$ cat src/rtl/io_bus_arbiter_pkg.sv
// Shared definitions for the two-requester IO bus arbiter:
// FSM encoding, default idle address and requester index constants.
package io_bus_arbiter_pkg;

  typedef enum logic [1:0] {
    ST_IDLE    = 2'd0,
    ST_STROBE  = 2'd1,
    ST_CAPTURE = 2'd2,
    ST_ACK     = 2'd3
  } state_t;

  localparam logic [7:0] IDLE_PORT_DEFAULT = 8'hFF;

  localparam logic REQ_IDX0 = 1'b0;
  localparam logic REQ_IDX1 = 1'b1;

  // Requester index to one-hot grant vector.
  function automatic logic [1:0] idx_to_onehot(input logic idx);
    return (idx == REQ_IDX1) ? 2'b10 : 2'b01;
  endfunction

endpackage

$ cat src/rtl/io_bus_arbiter_if.sv
// Bus bundle between two requesters, the arbiter and the shared
// peripheral port. The arbiter uses the slave view; the requesters and
// peripheral side use the master view.
interface io_bus_arbiter_if;

  // requester side
  logic       req0;
  logic       req1;
  logic       we0;
  logic       we1;
  logic [7:0] port0;
  logic [7:0] port1;
  logic [7:0] wdata0;
  logic [7:0] wdata1;
  logic       ack0;
  logic       ack1;
  logic [7:0] rdata0;
  logic [7:0] rdata1;

  // peripheral side
  logic [7:0] port_id;
  logic [7:0] data_out;
  logic       write_strobe;
  logic       read_strobe;
  logic [7:0] data_in;

  // status
  logic [1:0] grant;
  logic       busy;

  modport slave (
    input  req0, req1, we0, we1, port0, port1, wdata0, wdata1, data_in,
    output ack0, ack1, rdata0, rdata1, port_id, data_out,
           write_strobe, read_strobe, grant, busy
  );

  modport master (
    output req0, req1, we0, we1, port0, port1, wdata0, wdata1, data_in,
    input  ack0, ack1, rdata0, rdata1, port_id, data_out,
           write_strobe, read_strobe, grant, busy
  );

endinterface

$ cat src/rtl/io_bus_arbiter_rr_arbiter2.sv
// Two-way grant selection, purely combinational. A lone request wins;
// on a tie the requester not granted last wins, unless fixed priority
// is enabled, in which case requester 0 wins.
module rr_arbiter2 (
  input  logic [1:0] req,
  input  logic       last,
  input  logic       fixed,
  output logic [1:0] grant
);

  // Tie breaking: last==1 means requester 1 was served most recently.
  always_comb begin
    grant = req;
    if (req == 2'b11) begin
      grant = (fixed || last) ? 2'b01 : 2'b10;
    end
  end

endmodule

$ cat src/rtl/io_bus_arbiter.sv
// Arbitrates two requesters onto a single strobed peripheral port.
// Transfer sequence: IDLE -> STROBE -> (CAPTURE on reads) -> ACK -> IDLE.
// All outputs come straight from registers.
module io_bus_arbiter
  import io_bus_arbiter_pkg::*;
#(
  parameter int         FIXED_PRIORITY = 0,
  parameter logic [7:0] IDLE_PORT      = IDLE_PORT_DEFAULT
) (
  input  logic               clk,
  input  logic               reset,
  io_bus_arbiter_if.slave    bus
);

  localparam logic FIXED_EN = (FIXED_PRIORITY != 0);

  state_t     state_reg, state_next;
  logic       owner_reg, owner_next;
  logic       last_reg, last_next;
  logic       we_reg, we_next;
  logic [7:0] port_id_reg, port_id_next;
  logic [7:0] data_out_reg, data_out_next;
  logic       wstb_reg, wstb_next;
  logic       rstb_reg, rstb_next;
  logic       ack0_reg, ack0_next;
  logic       ack1_reg, ack1_next;
  logic [7:0] rdata0_reg, rdata0_next;
  logic [7:0] rdata1_reg, rdata1_next;
  logic [1:0] grant_reg, grant_next;
  logic       busy_reg, busy_next;
  logic [1:0] arb_grant;
  logic       win_idx;

  rr_arbiter2 u_rr_arbiter2 (
    .req   ({bus.req1, bus.req0}),
    .last  (last_reg),
    .fixed (FIXED_EN),
    .grant (arb_grant)
  );

  assign win_idx = arb_grant[1];

  // Next-state and next-output computation; strobes and acks default low
  // so each is a single-cycle pulse.
  always_comb begin
    state_next    = state_reg;
    owner_next    = owner_reg;
    last_next     = last_reg;
    we_next       = we_reg;
    port_id_next  = port_id_reg;
    data_out_next = data_out_reg;
    wstb_next     = 1'b0;
    rstb_next     = 1'b0;
    ack0_next     = 1'b0;
    ack1_next     = 1'b0;
    rdata0_next   = rdata0_reg;
    rdata1_next   = rdata1_reg;
    grant_next    = grant_reg;
    busy_next     = busy_reg;

    case (state_reg)
      ST_IDLE: begin
        if (arb_grant != 2'b00) begin
          owner_next    = win_idx;
          last_next     = win_idx;
          grant_next    = idx_to_onehot(win_idx);
          we_next       = (win_idx == REQ_IDX1) ? bus.we1    : bus.we0;
          port_id_next  = (win_idx == REQ_IDX1) ? bus.port1  : bus.port0;
          data_out_next = (win_idx == REQ_IDX1) ? bus.wdata1 : bus.wdata0;
          wstb_next     = (win_idx == REQ_IDX1) ? bus.we1    : bus.we0;
          rstb_next     = (win_idx == REQ_IDX1) ? ~bus.we1   : ~bus.we0;
          busy_next     = 1'b1;
          state_next    = ST_STROBE;
        end
      end

      ST_STROBE: begin
        if (we_reg) begin
          ack0_next  = (owner_reg == REQ_IDX0);
          ack1_next  = (owner_reg == REQ_IDX1);
          state_next = ST_ACK;
        end else begin
          state_next = ST_CAPTURE;
        end
      end

      ST_CAPTURE: begin
        // Peripheral registered its read data on the previous edge.
        if (owner_reg == REQ_IDX1) begin
          rdata1_next = bus.data_in;
        end else begin
          rdata0_next = bus.data_in;
        end
        ack0_next  = (owner_reg == REQ_IDX0);
        ack1_next  = (owner_reg == REQ_IDX1);
        state_next = ST_ACK;
      end

      ST_ACK: begin
        grant_next   = 2'b00;
        port_id_next = IDLE_PORT;
        busy_next    = 1'b0;
        state_next   = ST_IDLE;
      end

      default: begin
        state_next = ST_IDLE;
      end
    endcase
  end

  // State and output registers; reset abandons any transfer in flight.
  always_ff @(posedge clk) begin
    if (reset) begin
      state_reg    <= ST_IDLE;
      owner_reg    <= REQ_IDX0;
      last_reg     <= REQ_IDX1;
      we_reg       <= 1'b0;
      port_id_reg  <= IDLE_PORT;
      data_out_reg <= 8'h00;
      wstb_reg     <= 1'b0;
      rstb_reg     <= 1'b0;
      ack0_reg     <= 1'b0;
      ack1_reg     <= 1'b0;
      rdata0_reg   <= 8'h00;
      rdata1_reg   <= 8'h00;
      grant_reg    <= 2'b00;
      busy_reg     <= 1'b0;
    end else begin
      state_reg    <= state_next;
      owner_reg    <= owner_next;
      last_reg     <= last_next;
      we_reg       <= we_next;
      port_id_reg  <= port_id_next;
      data_out_reg <= data_out_next;
      wstb_reg     <= wstb_next;
      rstb_reg     <= rstb_next;
      ack0_reg     <= ack0_next;
      ack1_reg     <= ack1_next;
      rdata0_reg   <= rdata0_next;
      rdata1_reg   <= rdata1_next;
      grant_reg    <= grant_next;
      busy_reg     <= busy_next;
    end
  end

  assign bus.ack0         = ack0_reg;
  assign bus.ack1         = ack1_reg;
  assign bus.rdata0       = rdata0_reg;
  assign bus.rdata1       = rdata1_reg;
  assign bus.port_id      = port_id_reg;
  assign bus.data_out     = data_out_reg;
  assign bus.write_strobe = wstb_reg;
  assign bus.read_strobe  = rstb_reg;
  assign bus.grant        = grant_reg;
  assign bus.busy         = busy_reg;

endmodule

$ cat src/flat_wrapper.sv
// flat-port wrapper written by rule: the top's interface ports become plain ports
module io_bus_arbiter_flat import io_bus_arbiter_pkg::*;
#(
  parameter int         FIXED_PRIORITY = 0,
  parameter logic [7:0] IDLE_PORT      = IDLE_PORT_DEFAULT
)
  (clk, reset, bus_req0, bus_req1, bus_we0, bus_we1, bus_port0, bus_port1, bus_wdata0, bus_wdata1, bus_data_in, bus_ack0, bus_ack1, bus_rdata0, bus_rdata1, bus_port_id, bus_data_out, bus_write_strobe, bus_read_strobe, bus_grant, bus_busy);
  io_bus_arbiter_if bus_i ();
  input  logic clk;
  input  logic reset;
  input wire logic [$bits(bus_i.req0)-1:0] bus_req0;
  input wire logic [$bits(bus_i.req1)-1:0] bus_req1;
  input wire logic [$bits(bus_i.we0)-1:0] bus_we0;
  input wire logic [$bits(bus_i.we1)-1:0] bus_we1;
  input wire logic [$bits(bus_i.port0)-1:0] bus_port0;
  input wire logic [$bits(bus_i.port1)-1:0] bus_port1;
  input wire logic [$bits(bus_i.wdata0)-1:0] bus_wdata0;
  input wire logic [$bits(bus_i.wdata1)-1:0] bus_wdata1;
  input wire logic [$bits(bus_i.data_in)-1:0] bus_data_in;
  output wire logic [$bits(bus_i.ack0)-1:0] bus_ack0;
  output wire logic [$bits(bus_i.ack1)-1:0] bus_ack1;
  output wire logic [$bits(bus_i.rdata0)-1:0] bus_rdata0;
  output wire logic [$bits(bus_i.rdata1)-1:0] bus_rdata1;
  output wire logic [$bits(bus_i.port_id)-1:0] bus_port_id;
  output wire logic [$bits(bus_i.data_out)-1:0] bus_data_out;
  output wire logic [$bits(bus_i.write_strobe)-1:0] bus_write_strobe;
  output wire logic [$bits(bus_i.read_strobe)-1:0] bus_read_strobe;
  output wire logic [$bits(bus_i.grant)-1:0] bus_grant;
  output wire logic [$bits(bus_i.busy)-1:0] bus_busy;
  assign bus_i.req0 = bus_req0;
  assign bus_i.req1 = bus_req1;
  assign bus_i.we0 = bus_we0;
  assign bus_i.we1 = bus_we1;
  assign bus_i.port0 = bus_port0;
  assign bus_i.port1 = bus_port1;
  assign bus_i.wdata0 = bus_wdata0;
  assign bus_i.wdata1 = bus_wdata1;
  assign bus_i.data_in = bus_data_in;
  assign bus_ack0 = bus_i.ack0;
  assign bus_ack1 = bus_i.ack1;
  assign bus_rdata0 = bus_i.rdata0;
  assign bus_rdata1 = bus_i.rdata1;
  assign bus_port_id = bus_i.port_id;
  assign bus_data_out = bus_i.data_out;
  assign bus_write_strobe = bus_i.write_strobe;
  assign bus_read_strobe = bus_i.read_strobe;
  assign bus_grant = bus_i.grant;
  assign bus_busy = bus_i.busy;
  io_bus_arbiter #(.FIXED_PRIORITY(FIXED_PRIORITY), .IDLE_PORT(IDLE_PORT)) u_core (.clk(clk), .reset(reset), .bus(bus_i));
endmodule
$ cat config.mk
export PLATFORM = sky130hd
export DESIGN_NAME = io_bus_arbiter_flat
export DESIGN_NICKNAME = d
export VERILOG_FILES = /design/src/rtl/io_bus_arbiter_pkg.sv /design/src/rtl/io_bus_arbiter_if.sv /design/src/rtl/io_bus_arbiter_rr_arbiter2.sv /design/src/rtl/io_bus_arbiter.sv /design/src/flat_wrapper.sv
export SDC_FILE = /design/constraint.sdc
export NUM_CORES = 1
export LEC_CHECK = 0
export CORE_ASPECT_RATIO = 1.4
export CORE_UTILIZATION = 37
export DETAILED_ROUTE_END_ITERATION = 8
export PLACE_DENSITY = 0.72
export SLEW_MARGIN = 30
export SYNTH_ARGS = -nofsm -noshare
export SYNTH_HDL_FRONTEND = slang
export SYNTH_SLANG_ARGS = --single-unit
$ cat constraint.sdc
create_clock -name clk -period 2.5 [get_ports clk]
set_input_delay 0.25 -clock clk [delete_from_list [all_inputs] [get_ports clk]]
set_output_delay 0.25 -clock clk [all_outputs]
set_load 0.01 [all_outputs]
# ---- Word-level counts from Yosys, hierarchy flattened
# Index checks and enable logic that the tools add are counted.
# Widths: inputs -> output; s select.
dict set report word_totals {
  output_inout_bits 39
  regBits 44
  inputBits 46
  word_cells 52
}
dict set report op_classes {
  bitwise 5
  reduce_logical 8
  n_eq_ne 5
  mux 20
}
# op n
set op_table {}
lappend op_table {{$mux 8} 3}
lappend op_table {{$pmux 8 s2} 1}
lappend op_table {{$mux 2} 5}
lappend op_table {{$pmux 2 s4} 1}
lappend op_table {{$reduce_and 2->1} 4}
lappend op_table {{$eq 2x2->1 const B} 3}
lappend op_table {{$mux 1} 6}
lappend op_table {{$pmux 1 s2} 3}
lappend op_table {{$not 1->1} 5}
lappend op_table {{$pmux 2 s2} 1}
lappend op_table {{$reduce_bool 2->1} 2}
lappend op_table {{$reduce_or 3->1} 1}
lappend op_table {{$eq 2x1->1 const B} 1}
lappend op_table {{$logic_not 2->1} 1}
lappend op_table {{$ne 2x1->1 const B} 1}

# ---- Logic depth before layout (Yosys ltp)
# Gate-level depths: netlist of the first run.
dict set report depth {
  ltp_word 5
  depth_mapped 7
  ltp_nobuf 5
}

# ---- By module
# From an unflattened synthesis of the first run, not the netlist that was laid out.
dict set report unflattened {
  hier_cells 194
  hier_area_um2 1876.8
}
# mod seq_area_each_um2 area_each_um2 instances cells_per_inst
set modules_own_cells {}
lappend modules_own_cells {io_bus_arbiter 880.8 1854.3 1 190}
lappend modules_own_cells {rr_arbiter2 0.0 22.5 1 4}

# ---- Worst setup path after synthesis of the first run
# Ideal clock, no wire load.
dict set report synth_path {
  kind {reg2reg}
  start {reg u_core.state_reg[0]}
  end {reg u_core.port_id_reg[0], in the netlist u_core.bus.port_id[0]}
  stages_incl_launch_ff 7
  setup_time_ns 0.119
  setup_slack_ns 0.850
  required_time_ns 2.381
  arrival_ns 1.531
  period_less_slack_ns 1.650
  cell_sequence {dfxtp_1 inv_1 ha_1 clkbuf_2 nor3b_2 o21bai_1 o221a_2}
}
dict set report synth_via {
  elab_chain_cells 3
  word_cells_on_any_way 6
  classes_between {eq/ne: 2; mux: 1; reduce/logical: 3}
}
# element line
set synth_rtl {}
lappend synth_rtl {{start: declaration} io_bus_arbiter.sv:17} ;# state_t state_reg, state_next;
lappend synth_rtl {{start signal: assignment} io_bus_arbiter.sv:130} ;# state_reg <= state_next;
lappend synth_rtl {{$logic_not 2->1 or $eq 2x2->1 (tied branches)} io_bus_arbiter.sv:61} ;# case (state_reg)
lappend synth_rtl {{$ne 2x1->1 (no source line) or $reduce_bool 2->1 (tied branches)} n/a}
lappend synth_rtl {{$reduce_and 2->1 (no source line)} n/a}
lappend synth_rtl {{end signal: assignment} io_bus_arbiter.sv:134} ;# port_id_reg <= port_id_next;
lappend synth_rtl {{end: declaration} io_bus_arbiter.sv:21} ;# logic [7:0] port_id_reg, port_id_next;
# Parallel ways exist; a longest one is shown, timed or not.
# A chain may end at the register's enable or synchronous reset.

# ---- Worst setup path after layout of the first run
dict set report layout_path {
  start {reg u_core.state_reg[0]}
  end {reg u_core.port_id_reg[1], in the netlist u_core.bus.port_id[1]}
}
# The elaborated chain is that of the path after synthesis.

==> summary.md, run 1 <==
| Metric | Value |
|---|---|
| Run status | `finished clean` |
| FF-to-FF End | `u_core.bus.port_id[1]$_SDFFE_PP1P_` |
| Post-Synth Simple-Gate Area | `0.186` |
| Fin crit period | `between 1.5 and 2 ns` |
| Fraction of layout cells with a size suffix above 1 | `0.0873` |
| Vias | `between 1500 and 2000` |
| Synth Area per Inst | `approximately 9.4 um^2` |
| Reg2reg setup slack | `about 0.55 ns` |
| Crit end category | `register` |
| Adder-cell share of the synthesized area | `0.0346` |
| Die Wd | `about 60 um` |
| Antenna violations before repair | `0` |
| Vias in the first global route | `about 1700` |
| Fin Setup TNS | `0 ns` |
| I/O Buffers | `84` |
| Worst-Skew Late Latency | `approximately 0.29 ns` |
| CP cell instances | `inv_1 > ha_1 > nor3b_2 > o21bai_1 > o221a_2` |
| Main combinational cell family by area after synthesis | `compound AO/OA/AOI/OAI gates` |
| Net switching fraction of the power | `0.342` |
| Crit path launch | `u_core.state_reg[0]$_SDFFE_PP0P_` |
| WHS Path Cells | `2` |
| Nets | `326` |
| Slew @ Worst Pin | `~0.53 ns` |
| Final instance area | `approximately 0.0028 mm^2` |
| Core box area | `approximately 0.0046 mm^2` |
| Critical Path RT | `~2.7 ns` |
| Slowest CP cell | `nor3b_2` |
| Root Driver | `clkbuf_8` |
| Synth unique cells | `35` |
| Starting Density | `0.393` |
| # rows | `29` |
| # resized after CTS | `0` |
| Comb pwr share | `0.432` |
| Worst-case reg-to-reg path depth | `5` |
| RR Startpoint | `u_core.state_reg[0]$_SDFFE_PP0P_` |
| First-pass DRT Iterations | `4` |
| Die area | `around 0.0052 mm^2` |
| Hold_ws | `0.458 ns` |
| Max IR drop VDD | `524 uV` |
| YS warnings | `0` |
| Worst min-delay path category | `reg2reg` |
| Clk buf depth | `2` |
| Hold path endpoint | `u_core.bus.rdata1[7]$_SDFFE_PP0P_` |
| Rel. slew slack | `0.645` |
| Post-Synth XOR/XNOR Area | `0` |
| RSZ-0062 raised after global routing | `false` |
| Finished Core Util | `0.605` |
| First-pass GRT wire length | `a little over 7 mm` |
| Leakage | `about 1 nW` |
| Total global routing overflow | `0` |
| Final period utilization | `0.781` |
| I/O pins | `85` |
| Compound-Gate Fraction of Synth Area | `0.198` |
| Setup-failing EPs final | `0` |
| Clk slew on worst S/H paths | `~0.08 ns` |
| Switch Pwr | `a little over 0.0008 W` |
| Commonest non-fill, non-tap cell in the layout | `clkdlybuf4s50_1` |
| Post-DP HPWL | `approximately 3.4 mm` |
| CP Data Arrival Time | `2.13 ns` |
| Synthesis-to-layout area growth | `54.0%` |
| Slowest stage delay, CP | `roughly 0.46 ns` |
| Cells after synthesis | `between 150 and 200` |
| # Max-Cap Violations | `0` |
| Setup CP Type | `reg2reg` |
| Drc violations | `0` |
| Multiplexer share of the synthesized area | `0.0553` |
| Critical Path Fanout Max | `9` |
| Net Count, Synth | `243` |
| Die Span Y | `approximately 85 um` |
| Hold Vio Cnt, Final | `0` |
| Wire per inst | `about 13 um` |
| Buffers inserted by post-CTS timing repair | `0` |
| Peak Freq | `just over 500 MHz` |
| Critical Path Start Type | `register` |
| Hold Path Origin | `u_core.bus.rdata1[7]$_SDFFE_PP0P_` |
| Cell Pwr Density | `about 870 mW/mm^2` |
| GRT Overall Usage | `0.181` |
| Placer congestion estimate | `between 0.7 and 0.8` |
| Worst Skew | `approximately 0.0077 ns` |
| Internal power | `approximately 0.0016 W` |
| Syn Std Cell Area | `between 0.0015 and 0.002 mm^2` |
| 1st-iter DRT viols | `between 60 and 70` |
| Largest net degree at the start of global routing | `18` |
| Post-CTS Hold Fix Bufs | `0` |
| TritonCTS sink count | `44` |
| Final WL | `4.50 mm` |
| Clock buffer count from CTS | `5` |
| N_diodes | `0` |
| H-tree Lvls | `2` |
| Seq cells post-synth | `44` |
| Cell Area, Placed | `between 0.002 and 0.003 mm^2` |
| Slew Viols, Final | `0` |
| Antenna Violating Nets Remaining | `0` |
| Vias per cell | `5.06` |
| Reg power frac | `0.397` |
| Clock power frac | `0.171` |
| Sequential-to-total area share from yosys stat | `0.487` |
| CTS tree | `built` |
| Commonest cells after routing, fill and taps aside | `84 x clkdlybuf4s50_1, 44 x dfxtp_1, 21 x nor2_1, 20 x a21oi_1, 18 x nand2_1` |
==> worst max-delay path by stage <==
| stage | endpoint | depth (start not counted) |
|---|---|---|
| after floorplan | u_core.bus.port_id[0]$_SDFFE_PP1P_ | 6 |
| after global placement | u_core.bus.port_id[4]$_SDFFE_PP1P_ | 4 |
| after detailed placement | u_core.bus.port_id[1]$_SDFFE_PP1P_ | 4 |
| after CTS | u_core.bus.port_id[1]$_SDFFE_PP1P_ | 5 |
| after global routing | u_core.bus.port_id[6]$_SDFFE_PP1P_ | 5 |
| final | u_core.bus.port_id[1]$_SDFFE_PP1P_ | 5 |
==> layer usage <==
layer,track usage,part of all wire
met3,0.0755,0.11
met5,0,0
met1,0.189,0.39
met2,0.313,0.49
met4,0.0599,0.015
==> critical path: cells and delay by family, from the launching register on <==
kind,cells,cell delay [ns]
AO/OA/AOI/OAI,2,0.59
adder cells (fa/ha/maj),1,0.33
buffers and inverters,1,0.13
flip-flops,1,0.34
AND/OR/NAND/NOR,1,0.46
==> Yosys cell counts <==
library cell / count / share of area
or2_2: 1 / 0.0035
clkbuf_1: 8 / 0.017
a31oi_1: 1 / 0.0035
nor4b_1: 1 / 0.0048
nor3b_2: 1 / 0.0069
nand2b_1: 1 / 0.0035
o21ai_0: 3 / 0.0083
o22ai_1: 1 / 0.0035
or2b_1: 1 / 0.0041
a21boi_2: 1 / 0.0062
o21a_1: 1 / 0.0041
nand3_1: 9 / 0.025
nand2_1: 18 / 0.037
o21bai_1: 2 / 0.0083
a21oi_1: 20 / 0.055
dfxtp_1: 44 / 0.49
nor3b_1: 1 / 0.0041
nand4b_1: 1 / 0.0048
a22oi_1: 1 / 0.0041
nor2b_1: 2 / 0.0069
mux2i_1: 10 / 0.055
o221a_2: 8 / 0.050
a2111oi_0: 1 / 0.0048
a21bo_4: 1 / 0.0090
ha_1: 5 / 0.035
clkbuf_2: 1 / 0.0028
buf_6: 1 / 0.0062
nor3_1: 1 / 0.0028
buf_1: 1 / 0.0021
or4_1: 8 / 0.033
inv_1: 3 / 0.0062
nor2_1: 21 / 0.044
buf_2: 2 / 0.0055
a211oi_1: 10 / 0.041
nor4bb_1: 1 / 0.0055
==> logic make-up (layout without fill, tap and decap cells) <==
group,after synthesis,after routing
compound gates,50,50
fa+ha+maj,5,5
buf+inv,16,99
flops,44,44
mux,10,10
simple gates,67,67
==> layout make-up <==
type | instances | area [um^2]
Sequential cell | 44 | 881
Tap cell | 62 | 77.6
Multi-Input combinational cell | 132 | 858
Inverter | 3 | 11.3
Clock buffer | 5 | 68.8
Fill cell | 433 | 1820
Clock inverter | 2 | 12.5
Timing Repair Buffer | 89 | 878
==> power by group through the flow <==
stage / Clock, W / Combinational, W / Sequential, W
2_1_floorplan: 0 / 0.000548 / 0.00102
3_3_place_gp: 0 / 0.00104 / 0.000976
3_5_place_dp: 0 / 0.00105 / 0.000981
4_1_cts: 0.000436 / 0.00106 / 0.000967
5_1_grt: 0.000460 / 0.00116 / 0.000985
6_report: 0.000416 / 0.00105 / 0.000964
==> stage by stage <==
step,setup WS [ns],cells,total power (W)
after floorplan,0.850,192,0.00157
after global placement,0.534,330,0.00202
after detailed placement,0.512,330,0.00204
after CTS,0.548,337,0.00246
after global routing,0.320,337,0.00261
final,0.547,337,0.00243
Power figures use the tool's default switching activity.
==> inputs of run 2 (changes only) <==
- clock period: 2.5 -> 1.9 ns (I/O delays scaled with it)
==> run 2 against run 1 <==
Routed wire length up 1.3%. Hold slack got worse by 0.019 ns. Clock skew down 0.0033 ns. Worst setup slack lost 0.39 ns. Flip-flop and latch count is the same. Final area is 4.2% higher. Clock power is 86% higher. Die area unchanged.
==> summary.md, run 2 (same netlist as run 1, synthesis figures left out) <==
| Metric | Value |
|---|---|
| Run status | `finished clean` |
| Fillers | `410` |
| CP Data Arrival Time | `roughly 1.9 ns` |
| Antenna Violating Nets Remaining | `0` |
| Final period utilization | `0.919` |
| Setup WS post-layout | `0.154 ns` |
| Worst Skew | `between 0.004 and 0.005 ns` |
| Die area | `between 0.005 and 0.006 mm^2` |
| Reg2reg setup slack | `around 0.15 ns` |
| Post-CTS Hold Fix Bufs | `0` |
| Slowest CP cell | `dfxtp_1` |
| # placed instances | `approximately 340` |
| Commonest non-fill, non-tap cell in the layout | `clkdlybuf4s50_1` |
| Crit path launch | `u_core.state_reg[1]$_SDFFE_PP0P_` |
| Pre-CTS WS | `0.0481 ns` |
| Largest net degree at the start of global routing | `35` |
| RR Startpoint | `u_core.state_reg[1]$_SDFFE_PP0P_` |
| Commonest cells after routing, fill and taps aside | `84 x clkdlybuf4s50_1, 44 x dfxtp_1, 21 x nor2_1, 20 x a21oi_1, 18 x nand2_1` |
| Core box area | `0.00461 mm^2` |
| Crit end category | `register` |
| Placer congestion estimate | `approximately 0.73` |
| Slew @ Worst Pin | `0.393 ns` |
| 1st-iter DRT viols | `54` |
| Setup-failing EPs final | `0` |
| Die Wd | `just over 60 um` |
| Vias per cell | `slightly below 5` |
| # Max-Cap Violations | `0` |
| CP cell instances | `inv_1 > ha_1 > nor3b_2 > buf_4 > a2111oi_0 > a211oi_1` |
| Critical Path RT | `around 2.1 ns` |
| Fin crit period | `1.75 ns` |
| Vias in the first global route | `about 1700` |
| Critical Path Start Type | `register` |
| GRT Overall Usage | `0.189` |
| Vias | `approximately 1700` |
| Fin Setup TNS | `0 ns` |
| Worst-Skew Late Latency | `0.30 ns` |
| Total global routing overflow | `0` |
| H-tree Lvls | `2` |
| Fraction of layout cells with a size suffix above 1 | `0.116` |
| I/O pins | `85` |
| I/O Buffers | `84` |
| Nets | `between 300 and 400` |
| Setup CP Type | `reg2reg` |
| Synthesis-to-layout area growth | `60.5%` |
| Max IR drop VDD | `approximately 600 uV` |
| Clk slew on worst S/H paths | `approximately 0.080 ns` |
| Slew Viols, Final | `0` |
| Starting Density | `0.393` |
| Leakage | `between 1 and 1.5 nW` |
| Hold Path Origin | `bus_wdata0[3]` |
| Slowest stage delay, CP | `roughly 0.40 ns` |
| # rows | `29` |
| Root Driver | `clkbuf_8` |
| Hold Vio Cnt, Final | `0` |
| TritonCTS sink count | `44` |
| Critical Path Fanout Max | `9` |
| Cell Pwr Density | `1200 mW/mm^2` |
| Crit path buffers/inverters | `2` |
| CTS tree | `built` |
| First-pass GRT wire length | `7.49 mm` |
| Rel. slew slack | `0.731` |
| Clock buffer count from CTS | `5` |
| Worst min-delay path category | `in2reg` |
| Die Span Y | `84.8 um` |
| First-pass DRT Iterations | `4` |
| Antenna violations before repair | `0` |
| Non-filler instance count after layout | `346` |
| Drc violations | `0` |
| N_diodes | `0` |
| Final WL | `between 4 and 5 mm` |
| Power Total | `0.00349 W` |
| RSZ-0062 raised after global routing | `false` |
| Wire per inst | `between 10 and 15 um` |
| Peak Freq | `573 MHz` |
| Clk buf depth | `2` |
| Post-DP HPWL | `approximately 3.4 mm` |
| Top Family by Delay on Critical Path | `compound AO/OA/AOI/OAI gates` |
## run 2: report_power, final
part / switching [W] / internal, W
clock network: 0.000309 / 0.000464
logic: 0.000670 / 0.000778
registers: 0.000133 / 0.00113
total: 0.00111 / 0.00238
## run 2: path summary, 6_finish.rpt
kind,end,cells past startpoint
hold / removal,u_core.bus.data_out[3]$_SDFFE_PP0P_,3
setup / recovery,u_core.state_reg[0]$_SDFFE_PP0P_,6
setup reg to reg,u_core.state_reg[0]$_SDFFE_PP0P_,6
hold reg to reg,u_core.bus.rdata1[4]$_SDFFE_PP0P_,2
## run 2: tightest hold or removal path, cell delays in order
cell             delay, ns
clkdlybuf4s50_1       0.40
nand2_1               0.05
a211oi_1              0.05
## run 2: layer usage
metal,global-route usage,share of wire
met5,0,0
met4,0.0744,0.018
met3,0.0647,0.091
met2,0.328,0.49
met1,0.202,0.40
## run 2: cell type report
type | instances | area [um^2] | share of cell area
clock inverters | 1 | 30.0 | 0.0103
repair buffers | 97 | 951 | 0.327
well taps | 62 | 77.6 | 0.0267
flip-flops and latches | 44 | 881 | 0.303
clock buffers | 7 | 96.3 | 0.0332
inverters | 3 | 11.3 | 0.00388
multi-input cells | 132 | 858 | 0.295
## run 2: stage by stage
| step | util | cell area (um^2) | hold slack [ns] |
|---|---|---|---|
| 3_3_place_gp | 0.601 | 2770 | 0.440 |
| 2_1_floorplan | - | 1810 | 0.331 |
| 6_report | 0.630 | 2910 | 0.439 |
| 3_5_place_dp | 0.601 | 2770 | 0.448 |
| 5_1_grt | 0.630 | 2910 | 0.452 |
| 4_1_cts | 0.629 | 2900 | 0.440 |
## run 2: what timing repair did
action	CTS	global route
endpoints found under the setup margin	0	8
resized for setup	0	0
buffers inserted	0	1
hold endpoints to repair	0	0
==> inputs of run 3 (changes only) <==
- CTS_BUF_LIST: not set -> sky130_fd_sc_hd__clkbuf_8 sky130_fd_sc_hd__clkbuf_16
==> results of run 3 <==
The final DEF is identical to that of run 2; final timing and power are the same.
